**src/rtl/fp32_to_int32_seq_pkg.sv**
```systemverilog
// ============================================================================
// Module  : fp32_to_int32_seq_pkg
// Brief   : Shared fp32 field sizes, integer limits, FSM states and the
//           operand classification record.
// Revision: 1.0 - initial release
// ============================================================================
`default_nettype none

package fp32_to_int32_seq_pkg;

  localparam int          FP_BIAS    = 127;
  localparam int          FP_EXP_W   = 8;
  localparam int          FP_MAN_W   = 23;
  localparam logic [7:0]  FP_EXP_MAX = 8'hFF;
  localparam logic [31:0] INT_MAX    = 32'h7FFFFFFF;
  localparam logic [31:0] INT_MIN    = 32'h80000000;

  typedef enum logic [1:0] {
    S_IDLE  = 2'd0,
    S_SHIFT = 2'd1,
    S_DONE  = 2'd2
  } state_t;

  typedef struct packed {
    logic       is_nan;
    logic       is_inf;
    logic       is_zero_or_small;
    logic       is_sat;
    logic       is_min_exact;
    logic       dir;              // 1 = shift left, 0 = shift right
    logic [4:0] cnt;
  } class_t;

endpackage

`default_nettype wire

```
**src/rtl/fp32_to_int32_seq_classify.sv**
```systemverilog
// ============================================================================
// Module  : fp32_to_int32_seq_classify
// Brief   : Combinational decode of a packed fp32 operand into special-case
//           flags and the alignment direction/distance.
// Revision: 1.0 - initial release
// ============================================================================
`default_nettype none

module fp32_to_int32_seq_classify
  import fp32_to_int32_seq_pkg::*;
(
  input  logic [31:0] a,
  output class_t      cls
);

  localparam logic [7:0] c_bias  = 8'(FP_BIAS);
  localparam logic [7:0] c_sat   = 8'(FP_BIAS + 31);
  localparam logic [7:0] c_align = 8'(FP_BIAS + FP_MAN_W);

  logic                w_sign;
  logic [FP_EXP_W-1:0] w_exp;
  logic [FP_MAN_W-1:0] w_man;

  assign w_sign = a[31];
  assign w_exp  = a[30:23];
  assign w_man  = a[22:0];

  always_comb begin
    cls                  = '0;
    cls.is_nan           = (w_exp == FP_EXP_MAX) && (w_man != '0);
    cls.is_inf           = (w_exp == FP_EXP_MAX) && (w_man == '0);
    cls.is_zero_or_small = (w_exp < c_bias);
    cls.is_sat           = (w_exp >= c_sat) && (w_exp != FP_EXP_MAX);
    cls.is_min_exact     = w_sign && (w_exp == c_sat) && (w_man == '0);
    cls.dir              = (w_exp >= c_align);
    // Distance is below 32 in the normal range, so modulo-32 arithmetic is exact.
    cls.cnt              = cls.dir ? (w_exp[4:0] - c_align[4:0])
                                   : (c_align[4:0] - w_exp[4:0]);
  end

endmodule

`default_nettype wire

```
**src/rtl/fp32_to_int32_seq.sv**
```systemverilog
// ============================================================================
// Module  : fp32_to_int32_seq
// Brief   : Iterative fp32 -> int32 converter (round toward zero), aligning
//           the significand one bit per clock with a start/busy/done handshake.
// Revision: 1.0 - initial release
// ============================================================================
`default_nettype none

module fp32_to_int32_seq
  import fp32_to_int32_seq_pkg::*;
#(
  parameter logic [31:0] NAN_VALUE = 32'h7FFFFFFF
) (
  input  logic        clk,
  input  logic        rst,
  input  logic        start,
  input  logic [31:0] A,
  output logic        busy,
  output logic        done,
  output logic [31:0] Q,
  output logic        ovf,
  output logic        inv
);

  class_t w_cls;

  state_t      r_state, w_state_nxt;
  logic        r_sign,  w_sign_nxt;
  logic        r_dir,   w_dir_nxt;
  logic [4:0]  r_cnt,   w_cnt_nxt;
  logic [31:0] r_mag,   w_mag_nxt;
  logic [31:0] r_q,     w_q_nxt;
  logic        r_ovf,   w_ovf_nxt;
  logic        r_inv,   w_inv_nxt;

  fp32_to_int32_seq_classify u_classify (
    .a   (A),
    .cls (w_cls)
  );

  always_ff @(posedge clk or posedge rst) begin
    if (rst) begin
      r_state <= S_IDLE;
      r_sign  <= 1'b0;
      r_dir   <= 1'b0;
      r_cnt   <= '0;
      r_mag   <= '0;
      r_q     <= '0;
      r_ovf   <= 1'b0;
      r_inv   <= 1'b0;
    end else begin
      r_state <= w_state_nxt;
      r_sign  <= w_sign_nxt;
      r_dir   <= w_dir_nxt;
      r_cnt   <= w_cnt_nxt;
      r_mag   <= w_mag_nxt;
      r_q     <= w_q_nxt;
      r_ovf   <= w_ovf_nxt;
      r_inv   <= w_inv_nxt;
    end
  end

  always_comb begin
    w_state_nxt = r_state;
    w_sign_nxt  = r_sign;
    w_dir_nxt   = r_dir;
    w_cnt_nxt   = r_cnt;
    w_mag_nxt   = r_mag;
    w_q_nxt     = r_q;
    w_ovf_nxt   = r_ovf;
    w_inv_nxt   = r_inv;
    case (r_state)
      S_IDLE: begin
        if (start) begin
          w_sign_nxt  = A[31];
          w_state_nxt = S_DONE;
          w_ovf_nxt   = 1'b0;
          w_inv_nxt   = 1'b0;
          if (w_cls.is_nan) begin
            w_q_nxt   = NAN_VALUE;
            w_inv_nxt = 1'b1;
          end else if (w_cls.is_inf) begin
            w_q_nxt   = A[31] ? INT_MIN : INT_MAX;
            w_ovf_nxt = 1'b1;
          end else if (w_cls.is_zero_or_small) begin
            w_q_nxt   = '0;
          end else if (w_cls.is_sat) begin
            // -2^31 is the one exponent-31 value that still fits.
            w_q_nxt   = (A[31] && !w_cls.is_min_exact) ? INT_MIN :
                        (w_cls.is_min_exact ? INT_MIN : INT_MAX);
            w_ovf_nxt = !w_cls.is_min_exact;
          end else begin
            w_state_nxt = S_SHIFT;
            w_ovf_nxt   = r_ovf;
            w_inv_nxt   = r_inv;
            w_mag_nxt   = {8'b0, 1'b1, A[22:0]};
            w_dir_nxt   = w_cls.dir;
            w_cnt_nxt   = w_cls.cnt;
          end
        end
      end
      S_SHIFT: begin
        if (r_cnt != 5'd0) begin
          w_mag_nxt = r_dir ? {r_mag[30:0], 1'b0} : {1'b0, r_mag[31:1]};
          w_cnt_nxt = r_cnt - 5'd1;
        end else begin
          w_q_nxt     = r_sign ? (~r_mag + 32'd1) : r_mag;
          w_ovf_nxt   = 1'b0;
          w_inv_nxt   = 1'b0;
          w_state_nxt = S_DONE;
        end
      end
      S_DONE:  w_state_nxt = S_IDLE;
      default: w_state_nxt = S_IDLE;
    endcase
  end

  assign busy = (r_state != S_IDLE);
  assign done = (r_state == S_DONE);
  assign Q    = r_q;
  assign ovf  = r_ovf;
  assign inv  = r_inv;

endmodule

`default_nettype wire
```
**config.mk**
```make
export PLATFORM = sky130hd
export DESIGN_NAME = fp32_to_int32_seq
export DESIGN_NICKNAME = d
export VERILOG_FILES = /design/src/rtl/fp32_to_int32_seq_pkg.sv /design/src/rtl/fp32_to_int32_seq_classify.sv /design/src/rtl/fp32_to_int32_seq.sv
export SDC_FILE = /design/constraint.sdc
export NUM_CORES = 1
export LEC_CHECK = 0
export CORE_MARGIN = 4
export CORE_UTILIZATION = 50
export CTS_CLUSTER_DIAMETER = 100
export CTS_CLUSTER_SIZE = 40
export DETAILED_ROUTE_END_ITERATION = 10
export HOLD_SLACK_MARGIN = 0.02
export PLACE_DENSITY = 0.75
export SYNTH_ARGS = -nofsm -noshare
export SYNTH_HDL_FRONTEND = slang
export SYNTH_SLANG_ARGS = --single-unit
```
**constraint.sdc**
```tcl
create_clock -name clk -period 7.1 [get_ports clk]
set_input_delay 0.71 -clock clk [delete_from_list [all_inputs] [get_ports clk]]
set_output_delay 0.71 -clock clk [all_outputs]
set_load 0.02 [all_outputs]
```
==> impl_metrics.tcl, run 1 <==
set metrics [dict create \
    synth_top_area_cell "dfrtp_1" \
    cts_resized 0 \
    tightest_slew_ps 1030 \
    drt_iter0_markers 282 \
    ys_types 52 \
    die_h_um 105 \
    cts_sinks 75 \
    diodes 0 \
    final_cell_mix "dfrtp_1, clkdlybuf4s50_1, nor2_1" \
    holdBufCountCts 0 \
    hpwl_um 7460 \
    synth_seq_area_share_pct 40.1 \
    cp.required_ps 7330 \
    final_nets 570 \
    pin_count 71 \
    clock_path_buffers 2 \
    slew_viol_final 0 \
    rsz0062_at_grt "false" \
    finalClockSkew_ps 14.2 \
    startpoint_type "input port" \
    dr.pass1.iters 6 \
    die_width_um 105 \
    setup_ws_ps 3790 \
    start_util_pct 51.1 \
    fillers 758 \
    area_growth_pct 19.6 \
    insertion_delay_ps 350 \
    grt_pass1_wl_um 18400 \
    dp.cells 626 \
    grt_pass1_vias 3657 \
    gp_congestion 0.885 \
    cts_buffers 9 \
    powerDensity_nw_per_um2 426 \
    core_area_um2 9150 \
    cap_violations 0 \
    syn_avg_cell_area_um2 9.85 \
    place_ws_ps 3250 \
    whs_ps 505 \
    grt-ovfl-total 0 \
    vias 3766 \
    clk_pin_slew_ps 70 \
    setup_tns_ps 0 \
    wire_per_inst_um 16.8 \
    fp-row-count 35 \
    power.leakage_nw 2.34 \
    period_share_pct 46.6 \
    hold_viol 0 \
    remaining_drc_errors 0 \
    path_max_fanout 37 \
    routed_via_density 5.86 \
    antenna_found_initial 0 \
    mappedNetlistNets 518 \
    peakVddDrop_mv 0.169 \
    port_buffers 70 \
    crit_arrival_ps 3540 \
    layout-drive-gt1-share_pct 13.2 \
    slew_headroom_pct 31.0 \
    grt_max_degree 92 \
    period_needed_ps 3310 \
    hp-class "reg2reg" \
    die-area_um2 11000 \
    fmax_ghz 0.302 \
    critical_path_class "in2reg" \
    endpoint_kind "flip-flop" \
    async_flop_share_pct 100 \
    fin_cells 643 \
    final_util_pct 61.1 \
    synth-seq-cells 75 \
    setup_viol 0 \
    ys_warn_count 0 \
    synthFlopType "dfrtp_1" \
    synth.top_cell.area_share_pct 40.1 \
    postCtsSetupBuffers 0 \
    root_buffer "clkbuf_8" \
    htreeDepth 3 \
    cts_tree "done" \
    syn_area_um2 4680 \
    synthCells 475 \
    mostFrequentLayoutCell "dfrtp_1" \
    outcome "completed" \
    yosys-top-cells-area "dfrtp_1, mux2_2, mux2i_1" \
    grt_util_all_layers_pct 20.1 \
    wl_um 10800 \
    postRouteAntennaNets 0 \
    synth-edff-count 0 \
]
logic make-up (layout without fill, tap and decap cells):
family	after synthesis	count (layout)	share of synthesized area (%)
XOR/XNOR	33	33	6.18
adder cells (fa/ha/maj)	8	8	2.14
multiplexers	68	68	15.4
flip-flops	75	75	40.1
buffers and inverters	46	103	5.22
AO/OA/AOI/OAI	112	112	17.4
AND/OR/NAND/NOR	133	133	13.5
final timing paths:
path,startpoint,end,slack (ps),depth (start not counted)
setup / recovery,A[24],Q[17],3790,10
hold / removal,Q[23],Q[23],510,1
setup reg to reg,r_cnt[0],Q[17],4250,10
hold reg to reg,Q[23],Q[23],510,1
max in group asynchronous,rst,Q[22],5520,3
min in group asynchronous,rst,r_cnt[3],970,3
cells in the mapped netlist (2+ instances only):
cell type and count:
o41ai_1 5, nor3_1 9, a31oi_1 4, a211oi_1 2
dfrtp_1 75, xor2_1 29, clkbuf_1 19, mux2i_1 35
mux2_2 33, inv_1 10, a21oi_1 12, nor2b_1 9
nand2_1 32, or3_1 3, nand4_1 3, nand2b_1 3
nor4_1 8, o31ai_1 12, xnor2_1 4, nor2_1 53
o41ai_2 2, buf_2 4, or4_4 2, buf_1 2
o21ai_0 33, buf_4 2, ha_1 8, buf_6 5
or4_1 4, o22a_1 31
sequential cells by signal, summed over array words and instances (netlist names):
register / count
ovf: 1
r_sign: 1
r_state: 2
r_cnt: 5
inv: 1
r_dir: 1
r_mag: 32
Q: 32
critical path, cell delays in order:
cell,delay [ps]
clkdlybuf4s50_1,620
ha_1,200
nor2b_1,180
o21bai_1,120
a31oi_1,390
a22o_1,190
buf_4,350
o221ai_2,330
buf_8,260
o22a_1,180
through the flow:
step	power [mW]	cell area [um2]
after floorplan	1.66	4680
after global placement	1.99	5370
after detailed placement	2.04	5370
after CTS	2.39	5580
after global routing	2.55	5600
final	2.38	5600
area by class of cell:
class	count	area, um2	share of cell area [%]
Multi-Input combinational cell	354	2570	45.9
Timing Repair Buffer	77	761	13.6
Inverter	10	37.5	0.671
Clock buffer	11	151	2.71
Tap cell	111	139	2.48
Clock inverter	5	61.3	1.10
Sequential cell	75	1880	33.5
power by group:
part / internal, mW / switching, mW / leakage [nW]
clock: 0.182 / 0.164 / 0.0978
combinational: 0.601 / 0.559 / 1.35
sequential: 0.618 / 0.259 / 0.894
total: 1.40 / 0.983 / 2.34
layer usage:
| metal | track usage, % | share of wire [%] | vias to the layer above |
|---|---|---|---|
| met3 | 3.77 | 5.6 | 14 |
| met4 | 7.22 | 1.9 | 0 |
| met2 | 28.4 | 43 | 118 |
| li1 | - | - | 1826 |
| met1 | 30.7 | 50 | 1808 |
| met5 | 0 | 0 | - |
No activity file was read; power rests on OpenSTA's default activity.
==> run 2, diff against run 1 <==
--- a/config.mk
+++ b/config.mk
@@ -6,12 +6,12 @@
 export NUM_CORES = 1
 export LEC_CHECK = 0
 export CORE_MARGIN = 4
-export CORE_UTILIZATION = 50
+export CORE_UTILIZATION = 49
 export CTS_CLUSTER_DIAMETER = 100
 export CTS_CLUSTER_SIZE = 40
 export DETAILED_ROUTE_END_ITERATION = 10
 export HOLD_SLACK_MARGIN = 0.02
-export PLACE_DENSITY = 0.75
+export PLACE_DENSITY = 0.76
 export SYNTH_ARGS = -nofsm -noshare
 export SYNTH_HDL_FRONTEND = slang
 export SYNTH_SLANG_ARGS = --single-unit
==> constraint.sdc (replaced) <==
create_clock -name clk -period 3 [get_ports clk]
set_input_delay 0.3 -clock clk [delete_from_list [all_inputs] [get_ports clk]]
set_output_delay 0.3 -clock clk [all_outputs]
set_load 0.02 [all_outputs]
==> impl_metrics.tcl, run 2 (same netlist as run 1, synthesis figures left out) <==
set metrics [dict create \
    diodes 0 \
    routed_via_density 5.72 \
    cap_violations 0 \
    clock_path_buffers 2 \
    cp.required_ps 3220 \
    swShare_pct 40.4 \
    slew_headroom_pct 32.9 \
    finalClockSkew_ps 12.3 \
    period_needed_ps 2690 \
    cts_resized 0 \
    p_total_mw 5.74 \
    crit_arrival_ps 2910 \
    dp.cells 648 \
    port_buffers 70 \
    wire_per_inst_um 16.6 \
    period_share_pct 89.6 \
    outcome "completed" \
    start_util_pct 50.4 \
    postCtsSetupBuffers 0 \
    hold_viol 0 \
    slew_viol_final 0 \
    fp-row-count 35 \
    wl_um 11000 \
    setup_viol 0 \
    stdcell_area_um2 5690 \
    vias 3796 \
    grt_util_all_layers_pct 20.0 \
    p_switching_mw 2.32 \
    core_area_um2 9280 \
    placed_cell_area_um2 5460 \
    startpoint_type "flip-flop" \
    grt_pass1_wl_um 18500 \
    root_buffer "clkbuf_8" \
    die-area_um2 11200 \
    grt_max_degree 68 \
    area_growth_pct 21.5 \
    fin_cells 664 \
    timing.rr.start "r_mag[0]" \
    power.leakage_nw 2.38 \
    final_nets 573 \
    setup_tns_ps 0 \
    antenna_found_initial 0 \
    critical_path_class "reg2reg" \
    clk_pin_slew_ps 80 \
    die_width_um 106 \
    postRouteAntennaNets 0 \
    mostFrequentLayoutCell "dfrtp_1" \
    gp_congestion 0.870 \
    rr_worst_depth 8 \
    endpoint_kind "flip-flop" \
    pwr-share-seq_pct 36.1 \
    cts_buffers 9 \
    hp-class "in2async" \
    grt_pass1_vias 3751 \
    p_clk_share_pct 15.4 \
    layout-drive-gt1-share_pct 13.5 \
    pin_count 71 \
    remaining_drc_errors 0 \
    internal_power_mw 3.42 \
    tightest_slew_ps 1010 \
    combinationalPowerShare_pct 48.5 \
    cts_sinks 75 \
    final_cell_mix "dfrtp_1, clkdlybuf4s50_1, nor2_1" \
    grt-ovfl-total 0 \
    peakVddDrop_mv 0.355 \
    powerDensity_nw_per_um2 1010 \
    fmax_ghz 0.372 \
    dr.pass1.iters 5 \
    drt_iter0_markers 261 \
    holdBufCountCts 0 \
    cts_tree "done" \
    path_max_fanout 8 \
    insertion_delay_ps 340 \
    rr_endpoint "Q[18]" \
    die_h_um 106 \
    reg2reg_setup_slack_ps 310 \
    rsz0062_at_grt "false" \
    hpwl_um 8000 \
    htreeDepth 3 \
]
[run 2: cell types whose count changed in the layout (fill, tap and decap cells not counted), sizes merged]
cell	delta
bufinv	+1
clkinvlp	-2
clkbuf	+1
buf	+3
[run 2: worst max-delay path, stage by stage, from the launching register on]
cell     delay (ps)
dfrtp_1         420
inv_1           150
ha_1            190
nor3b_1         440
nand4_1         470
o41ai_1         460
xor2_1          200
nor2_1           70
o22a_1          160
[run 2: final cells by class]
type / count / area [um2]
tap: 129 / 161
inverter: 10 / 37.5
sequential: 75 / 1880
timing repair buffer: 80 / 813
multi-input combinational: 354 / 2570
clock inverter: 4 / 72.6
fill: 814 / 3600
clock buffer: 12 / 155
[run 2: how the worst max path moves through the flow]
stage / from / end / slack (ps) / cells after the start
detailed placement: A[24] / r_mag[27] / 160 / 9
global placement: A[24] / r_mag[12] / 330 / 10
finish: r_mag[0] / Q[18] / 310 / 8
CTS: r_mag[0] / Q[18] / 330 / 8
floorplan: r_mag[15] / Q[29] / 660 / 8
global route: r_mag[0] / Q[18] / 50 / 8
[run 2: per-stage QoR]
| step | worst slack [ps] | hold WS [ps] | util [%] |
|---|---|---|---|
| detailed placement | 161 | 497 | 58.8 |
| global route | 46.4 | 432 | 61.2 |
| global placement | 329 | 483 | 58.8 |
| CTS | 332 | 379 | 61.2 |
| finish | 312 | 375 | 61.2 |
| floorplan | 660 | 446 | - |
[run 2: layer usage]
metal  routed length (um)  up-vias  track usage [%]
met4                   67        0             6.01
met1                 5230     1850             28.9
met5                    0        -                0
met2                 5200      110             31.1
li1                     -     1830                -
met3                  525        6             3.06
[run 2: power groups by stage]
stage	logic (mW)	clock network, mW	registers (mW)
global placement	2.71	0	2.04
CTS	2.81	0.900	2.06
floorplan	1.82	0	2.10
detailed placement	2.79	0	2.08
finish	2.79	0.881	2.07
global route	3.04	0.941	2.15
